===== src/rtl/common_pkg.sv =====
// Shared execute-stage types: divider opcodes, divider FSM states and latency.
package common_pkg;

    typedef enum logic [1:0] {
        DIV_SIGNED   = 2'd0,
        DIV_UNSIGNED = 2'd1,
        REM_SIGNED   = 2'd2,
        REM_UNSIGNED = 2'd3
    } div_op_t;

    typedef enum logic [1:0] {
        IDLE = 2'd0,
        CALC = 2'd1,
        FIX  = 2'd2,
        DONE = 2'd3
    } div_state_t;

    localparam int DIV_LATENCY = 34;

    function automatic logic is_signed_op(input div_op_t op);
        return (op == DIV_SIGNED) || (op == REM_SIGNED);
    endfunction

    function automatic logic is_rem_op(input div_op_t op);
        return (op == REM_SIGNED) || (op == REM_UNSIGNED);
    endfunction

endpackage


===== src/rtl/div_unit.sv =====
// Iterative radix-2 restoring divider for RV32M DIV/DIVU/REM/REMU.
// Optional DIV_EARLY_OUT_EN: divide-by-zero, signed overflow and divide-by-one finish in one cycle.
module div_unit
    import common_pkg::*;
#(
    parameter int XLEN  = 32,
    parameter int CNT_W = 6
) (
    input  logic            clk,
    input  logic            rst,
    input  logic            start,
    input  logic            flush,
    input  logic [XLEN-1:0] left_operand,
    input  logic [XLEN-1:0] right_operand,
    input  div_op_t         div_op,
    output logic            busy,
    output logic            done,
    output logic [XLEN-1:0] div_res
);

    localparam logic [XLEN-1:0] INT_MIN = {1'b1, {(XLEN-1){1'b0}}};

    div_state_t       state_q;
    div_op_t          op_q;
    logic [CNT_W-1:0] cnt_q;
    logic [XLEN-1:0]  dvd_q, dvs_q, rem_q, quo_q, div_res_q;
    logic             q_neg_q, r_neg_q, busy_q, done_q;

    logic             lhs_neg_d, rhs_neg_d, step_bit_d, early_d;
    logic [XLEN-1:0]  dvd_mag_d, dvs_mag_d, step_rem_d, quo_fix_d, rem_fix_d;
    logic [XLEN-1:0]  res_d, early_res_d;

    // Trial value is XLEN+1 bits so a remainder with its MSB set is never truncated before compare.
    function automatic logic [XLEN:0] div_step(input logic [XLEN-1:0] rem,
                                               input logic            msb,
                                               input logic [XLEN-1:0] dvs);
        logic [XLEN:0] trial;
        trial = {rem, msb};
        if (trial >= {1'b0, dvs})
            return {1'b1, trial[XLEN-1:0] - dvs};
        else
            return {1'b0, trial[XLEN-1:0]};
    endfunction

    always_comb begin
        lhs_neg_d = left_operand[XLEN-1]  & is_signed_op(div_op);
        rhs_neg_d = right_operand[XLEN-1] & is_signed_op(div_op);
        dvd_mag_d = lhs_neg_d ? -left_operand  : left_operand;
        dvs_mag_d = rhs_neg_d ? -right_operand : right_operand;

        {step_bit_d, step_rem_d} = div_step(rem_q, dvd_q[XLEN-1], dvs_q);

        quo_fix_d = q_neg_q ? -quo_q : quo_q;
        if (dvs_q == '0)
            quo_fix_d = '1;
        rem_fix_d = r_neg_q ? -rem_q : rem_q;
        res_d     = is_rem_op(op_q) ? rem_fix_d : quo_fix_d;

        early_d     = 1'b0;
        early_res_d = '0;
`ifdef DIV_EARLY_OUT_EN
        if (right_operand == '0) begin
            early_d     = 1'b1;
            early_res_d = is_rem_op(div_op) ? left_operand : '1;
        end else if (is_signed_op(div_op) && left_operand == INT_MIN && right_operand == '1) begin
            early_d     = 1'b1;
            early_res_d = is_rem_op(div_op) ? '0 : INT_MIN;
        end else if (right_operand == XLEN'(1)) begin
            early_d     = 1'b1;
            early_res_d = is_rem_op(div_op) ? '0 : left_operand;
        end
`endif
    end

    always_ff @(posedge clk) begin
        if (rst) begin
            state_q   <= IDLE;
            op_q      <= DIV_SIGNED;
            cnt_q     <= '0;
            dvd_q     <= '0;
            dvs_q     <= '0;
            rem_q     <= '0;
            quo_q     <= '0;
            div_res_q <= '0;
            q_neg_q   <= 1'b0;
            r_neg_q   <= 1'b0;
            busy_q    <= 1'b0;
            done_q    <= 1'b0;
        end else if (flush) begin
            state_q <= IDLE;
            busy_q  <= 1'b0;
            done_q  <= 1'b0;
        end else begin
            case (state_q)
                IDLE: begin
                    done_q <= 1'b0;
                    if (start) begin
                        op_q    <= div_op;
                        dvd_q   <= dvd_mag_d;
                        dvs_q   <= dvs_mag_d;
                        q_neg_q <= lhs_neg_d ^ rhs_neg_d;
                        r_neg_q <= lhs_neg_d;
                        rem_q   <= '0;
                        quo_q   <= '0;
                        cnt_q   <= CNT_W'(XLEN-1);
                        busy_q  <= 1'b1;
                        if (early_d) begin
                            div_res_q <= early_res_d;
                            done_q    <= 1'b1;
                            state_q   <= DONE;
                        end else begin
                            state_q <= CALC;
                        end
                    end
                end
                CALC: begin
                    rem_q <= step_rem_d;
                    quo_q <= {quo_q[XLEN-2:0], step_bit_d};
                    dvd_q <= {dvd_q[XLEN-2:0], 1'b0};
                    cnt_q <= cnt_q - CNT_W'(1);
                    if (cnt_q == '0)
                        state_q <= FIX;
                end
                FIX: begin
                    div_res_q <= res_d;
                    done_q    <= 1'b1;
                    state_q   <= DONE;
                end
                DONE: begin
                    done_q  <= 1'b0;
                    busy_q  <= 1'b0;
                    state_q <= IDLE;
                end
                default: begin
                    busy_q  <= 1'b0;
                    done_q  <= 1'b0;
                    state_q <= IDLE;
                end
            endcase
        end
    end

    assign busy    = busy_q;
    assign done    = done_q;
    assign div_res = div_res_q;

endmodule

===== config.mk =====
export PLATFORM = sky130hd
export DESIGN_NAME = div_unit
export DESIGN_NICKNAME = d
export VERILOG_FILES = /design/src/rtl/common_pkg.sv /design/src/rtl/div_unit.sv
export SDC_FILE = /design/constraint.sdc
export NUM_CORES = 1
export LEC_CHECK = 0
export ABC_AREA = 1
export BUFFER_PORTS_ARGS = -buffer_cell sky130_fd_sc_hd__buf_2
export CAP_MARGIN = 30
export CORE_ASPECT_RATIO = 1.25
export CORE_MARGIN = 3
export CORE_UTILIZATION = 55
export DETAILED_ROUTE_END_ITERATION = 16
export GPL_TIMING_DRIVEN = 0
export PLACE_DENSITY = 0.83
export SYNTH_ARGS = -nofsm -noshare
export SYNTH_HDL_FRONTEND = slang
export SYNTH_SLANG_ARGS = --single-unit

===== constraint.sdc =====
create_clock -name clk -period 1.9 [get_ports clk]
set_input_delay 0.19 -clock clk [delete_from_list [all_inputs] [get_ports clk]]
set_output_delay 0.19 -clock clk [all_outputs]
set_load 0.03 [all_outputs]

# Word level (Yosys, flattened, before mapping)
# Index checks and enable logic that the tools add are counted.
# op_classes
bitwise_logic	4
eq_ne	8
order_cmp	1
reduce_logical	16
add_sub_neg	6
mux	20
# ops
op	count
$mux W32	8
$pmux W32 S2	3
$neg A32 Y32	4
$ge A33 B32 Y1	1
$mux W33	1
$logic_not A32 Y1	1
$sub A32 B32 Y32	1
$pmux W6 S2	1
$eq A2 B2 Y1 const B	5
$pmux W2 S4	1
$logic_not A6 Y1	1
$mux W6	1
$reduce_and A2 Y1	3
$reduce_and A3 Y1	2
$reduce_bool A2 Y1	3
$sub A6 B1 Y6 const B	1
$logic_not A2 Y1	2
$mux W2	2
$ne A2 B2 Y1 const B	2
$pmux W1 S2	2
$reduce_or A2 Y1	2
$and A1 B1 Y1	2
$eq A2 B1 Y1 const B	1
$logic_or A1 B1 Y1	2
3 further kinds	3
# word_totals
register_bits	174
output_inout_bits	34
input_bits	70

# Logic depth before layout (Yosys ltp)
# logic_depth
word_depth	6
depth_mapped	16
mapped_depth_nobuf	16

# Worst setup path before layout
# Ideal clock, no wire load.
# synth_timing
path_type	reg-to-reg
start	register dvs_q[5]
end	register rem_q[27]
synth_period_minus_slack_ns	1.950
t_arrival_ns	1.818
path_slack_ns	-0.050
n_path_buf	1
required_time_ns	1.768
path_stages_with_launch	15
path_cell_list	dfxtp_1 inv_1 ha_1 nand2_1 nor2_2 nand3_1 nand3_2 nand2_1 nand2_1 nand2_2 nand2_4 buf_6 nand3_1 nand2_1 a21oi_1
# synth_between
elab_chain_cells	3
elab_cells_between_ends	4
classes_between	add/sub (1); order compare (1); mux (2)
# synth_rtl
element	line_no	text
start, declared	div_unit.sv:26	logic [XLEN-1:0] dvd_q, dvs_q, rem_q, quo_q, div_res_q;
start signal, assigned	div_unit.sv:100	dvs_q <= dvs_mag_d;
$sub A32 B32 Y32 or $ge A33 B32 Y1 (tied branches)	div_unit.sv:40, div_unit.sv:39	
$mux W33 (*)	div_unit.sv:39	if (trial >= {1'b0, dvs})
$pmux W32 S2 (*)	div_unit.sv:94	case (state_q)
end signal, assigned	div_unit.sv:117	rem_q <= step_rem_d;
end, declared	div_unit.sv:26	
# Mark *: on every way between the ends. The rest lies on a longest branch, timed or not.
# A chain may end at the register's enable or synchronous reset.

# Worst setup path in the final report
# layout_timing
start	register dvs_q[3]
end	register rem_q[10]
# The elaborated chain is that of the path after synthesis.

==> flow_summary.toml <==
[yosys]
ys_seq_area_frac = 0.257
synth-main-ff-cell = "dfxtp_1"
yosys.cell_types.count = 43
syn_area_um2 = 13500
async_flop_share = 0
synthesis.nets = 2442
syn-mean-instance-area_um2 = 5.80
synth_largest_area_cell = "dfxtp_1"
ys_seq_elements = 173
synthCells = 2328
synth_area_leaders = "dfxtp_1, nand2_1, inv_1"
synth_top_cell_area_share = 0.257
synthTopCellsByCount = "nand2_1, inv_1, nor2_1"
synth_warnings = 0
yosysMostFrequentCell = "nand2_1"
synth-edff-count = 0

[cells_and_area]
final_core_util = 0.736
diodes = 0
nNetsFinal = 2636
syn_to_final_growth_pct = 30.6
regArea_um2 = 3560
multi_input_area_um2 = 9930
drive_gt1_frac = 0.255
num-fill-cells = 1984
final_cells = 2860
fin_area_um2 = 17600

[place]
io_buffers = 102
placed_cell_area_um2 = 14700
gp_congestion = 0.959
dp_hpwl_um = 38500
dpl.cell_count = 2755

[critical_path]
crit_path_start = "dvs_q[3]"
r2r_start = "dvs_q[3]"
cp-end-kind = "register"
cp_max_fo = 8
cp.required_ps = 2280
arrival_ps = 2640
r2r_end = "rem_q[10]"
r2r_setup_slack_ps = -360
reg2reg_depth = 16
crit_type = "reg -> reg"
cp-start-kind = "register"

[min_path]
hold_path_class = "in -> reg"
min_from = "right_operand[1]"
holdPathEnd = "dvs_q[1]"
min_path_cells = 3

[grt]
track_usage = 0.368
grt_pass1_wl_um = 78700
grt_pass1_vias = 15565
grt_max_degree = 17
antenna_found_initial = 0
overflow = 0

[die]
ios = 104
coreArea_um2 = 24000
dieArea_um2 = 26500
die_h_um = 181
start_util = 0.563
num_rows = 63
die_w_um = 146

[cts]
path_clk_slew_ps = 80
clkSinkCount = 173
clockBufferDepth = 2
cts_buffers = 17
hold_buffers = 0
cts_tree = "built"
clk-insertion-delay-late_ps = 450
cts-root-buf = "clkbuf_16"
cts_max_level = 4

[sta]
period_needed_ps = 2260
max_slew_margin = 0.437
finalSetupTns_ps = -10100
hold_viol_final = 0
max_clock_freq_mhz = 442
setup_viol = 52
rsz0062_at_grt = "true"
slew_violations = 0
finClkSkew_ps = 18.3
worst_slack_ps = -362
period_share = 1.19
worst_pin_slew_ps = 845

[pwr]
p_leak_nw = 8.72
power.density_nw_per_um2 = 627
peakVddDrop_v = 0.000975

[routing]
ant_nets = 0
wire_per_inst_um = 18.8
vias_per_cell = 5.79
drt_iter0_markers = 1571
num_vias = 16573
drc_errors = 0
firstDrtPassIters = 8
totalWireLength_um = 53700

[outcome]
violations = "negative setup slack"
outcome = "finished with violations"

[run]
maxCapViolCount = 0
## cells by family (layout without fill, tap and decap cells)
group / after synthesis / in the layout / share of synthesized area
compound gates: 451 / 451 / 0.178
fa+ha+maj: 44 / 44 / 0.0414
simple gates: 1158 / 1158 / 0.358
buf+inv: 440 / 647 / 0.126
xor+xnor: 62 / 62 / 0.0402
flops: 173 / 173 / 0.257
## registers in the layout (all words and copies together) (netlist names)
signal,count
dvd_q,32
dvs_q,32
quo_q,32
state_q,2
done,1
q_neg_q,1
div_res,32
busy,1
r_neg_q,1
op_q,1
cnt_q,6
rem_q,32
## per-stage QoR
step	total power [mW]	hold slack [ps]	setup WS [ps]
CTS	10.5	45.3	-177
finish	11.1	50.0	-362
global placement	6.50	435	-550
floorplan	5.73	337	2.72
global route	11.4	45.5	-375
detailed placement	6.55	451	-585
## worst max path at each step
stage / depth (start not counted) / endpoint / slack [ps]
floorplan: 14 / rem_q[16] / 3
global placement: 14 / rem_q[31] / -550
detailed placement: 15 / rem_q[31] / -590
CTS: 16 / rem_q[6] / -180
global route: 14 / rem_q[10] / -380
finish: 16 / rem_q[10] / -360
## cell type report
cell class                 count  area share
timing repair buffer         178      0.0726
clock buffer                  21      0.0256
buffer                        85      0.0288
tap                          325      0.0231
sequential                   173       0.202
multi-input combinational   1715       0.563
clock inverter                11     0.00752
inverter                     352      0.0770
## report_power, final
part	switching, mW	internal, mW	total (mW)
clock network	1.60	1.99	3.60
registers	0.142	3.81	3.95
logic	2.26	1.24	3.50
## routing by layer
metal / GRT usage / share of wire
met1: 0.433 / 0.37
met2: 0.649 / 0.48
met3: 0.0457 / 0.079
met4: 0.205 / 0.073
met5: 0 / 0
## cells in the final DEF (no fill, tap or decap), types with 11 or more instances in the layout
cell type,netlist,layout
nor2_1,212,176
nand2_2,1,74
o21ai_0,181,174
dfxtp_1,173,113
o211ai_1,21,21
nand2_1,643,546
nand3_2,1,62
a21oi_2,1,31
a21oi_1,208,176
nor2_2,3,14
nor3_1,29,26
nand4_1,42,42
clkbuf_16,0,20
inv_2,4,35
nand2_4,2,23
dfxtp_2,0,50
clkbuf_2,0,17
o21ai_1,4,11
ha_4,0,31
buf_2,10,107
buf_4,2,63
buf_12,0,11
inv_1,346,304
xor2_1,41,41
nand3_1,204,137
a31oi_1,12,12
xnor2_1,21,19
nor2_4,0,25
clkbuf_1,68,46
## critical path, stage by stage (launching register included)
cell and delay [ps]:
dfxtp_2 330, inv_1 180, ha_4 260, nand2_4 110, inv_2 50, nand2_2 80
nand2_2 60, nand2_2 70, nand3_4 130, nand2_4 100, nand2_4 70, nand2_8 90
nand2_8 110, buf_6 170, nand2_1 100, nand3_2 110, a21oi_2 160
## repair_timing
action                     CTS  global route
gates resized for setup    304           222
cloned                       3             3
setup endpoints to repair  162           147
setup buffers               48            22
pin swaps                   69            93
Power figures use the tool's default switching activity.
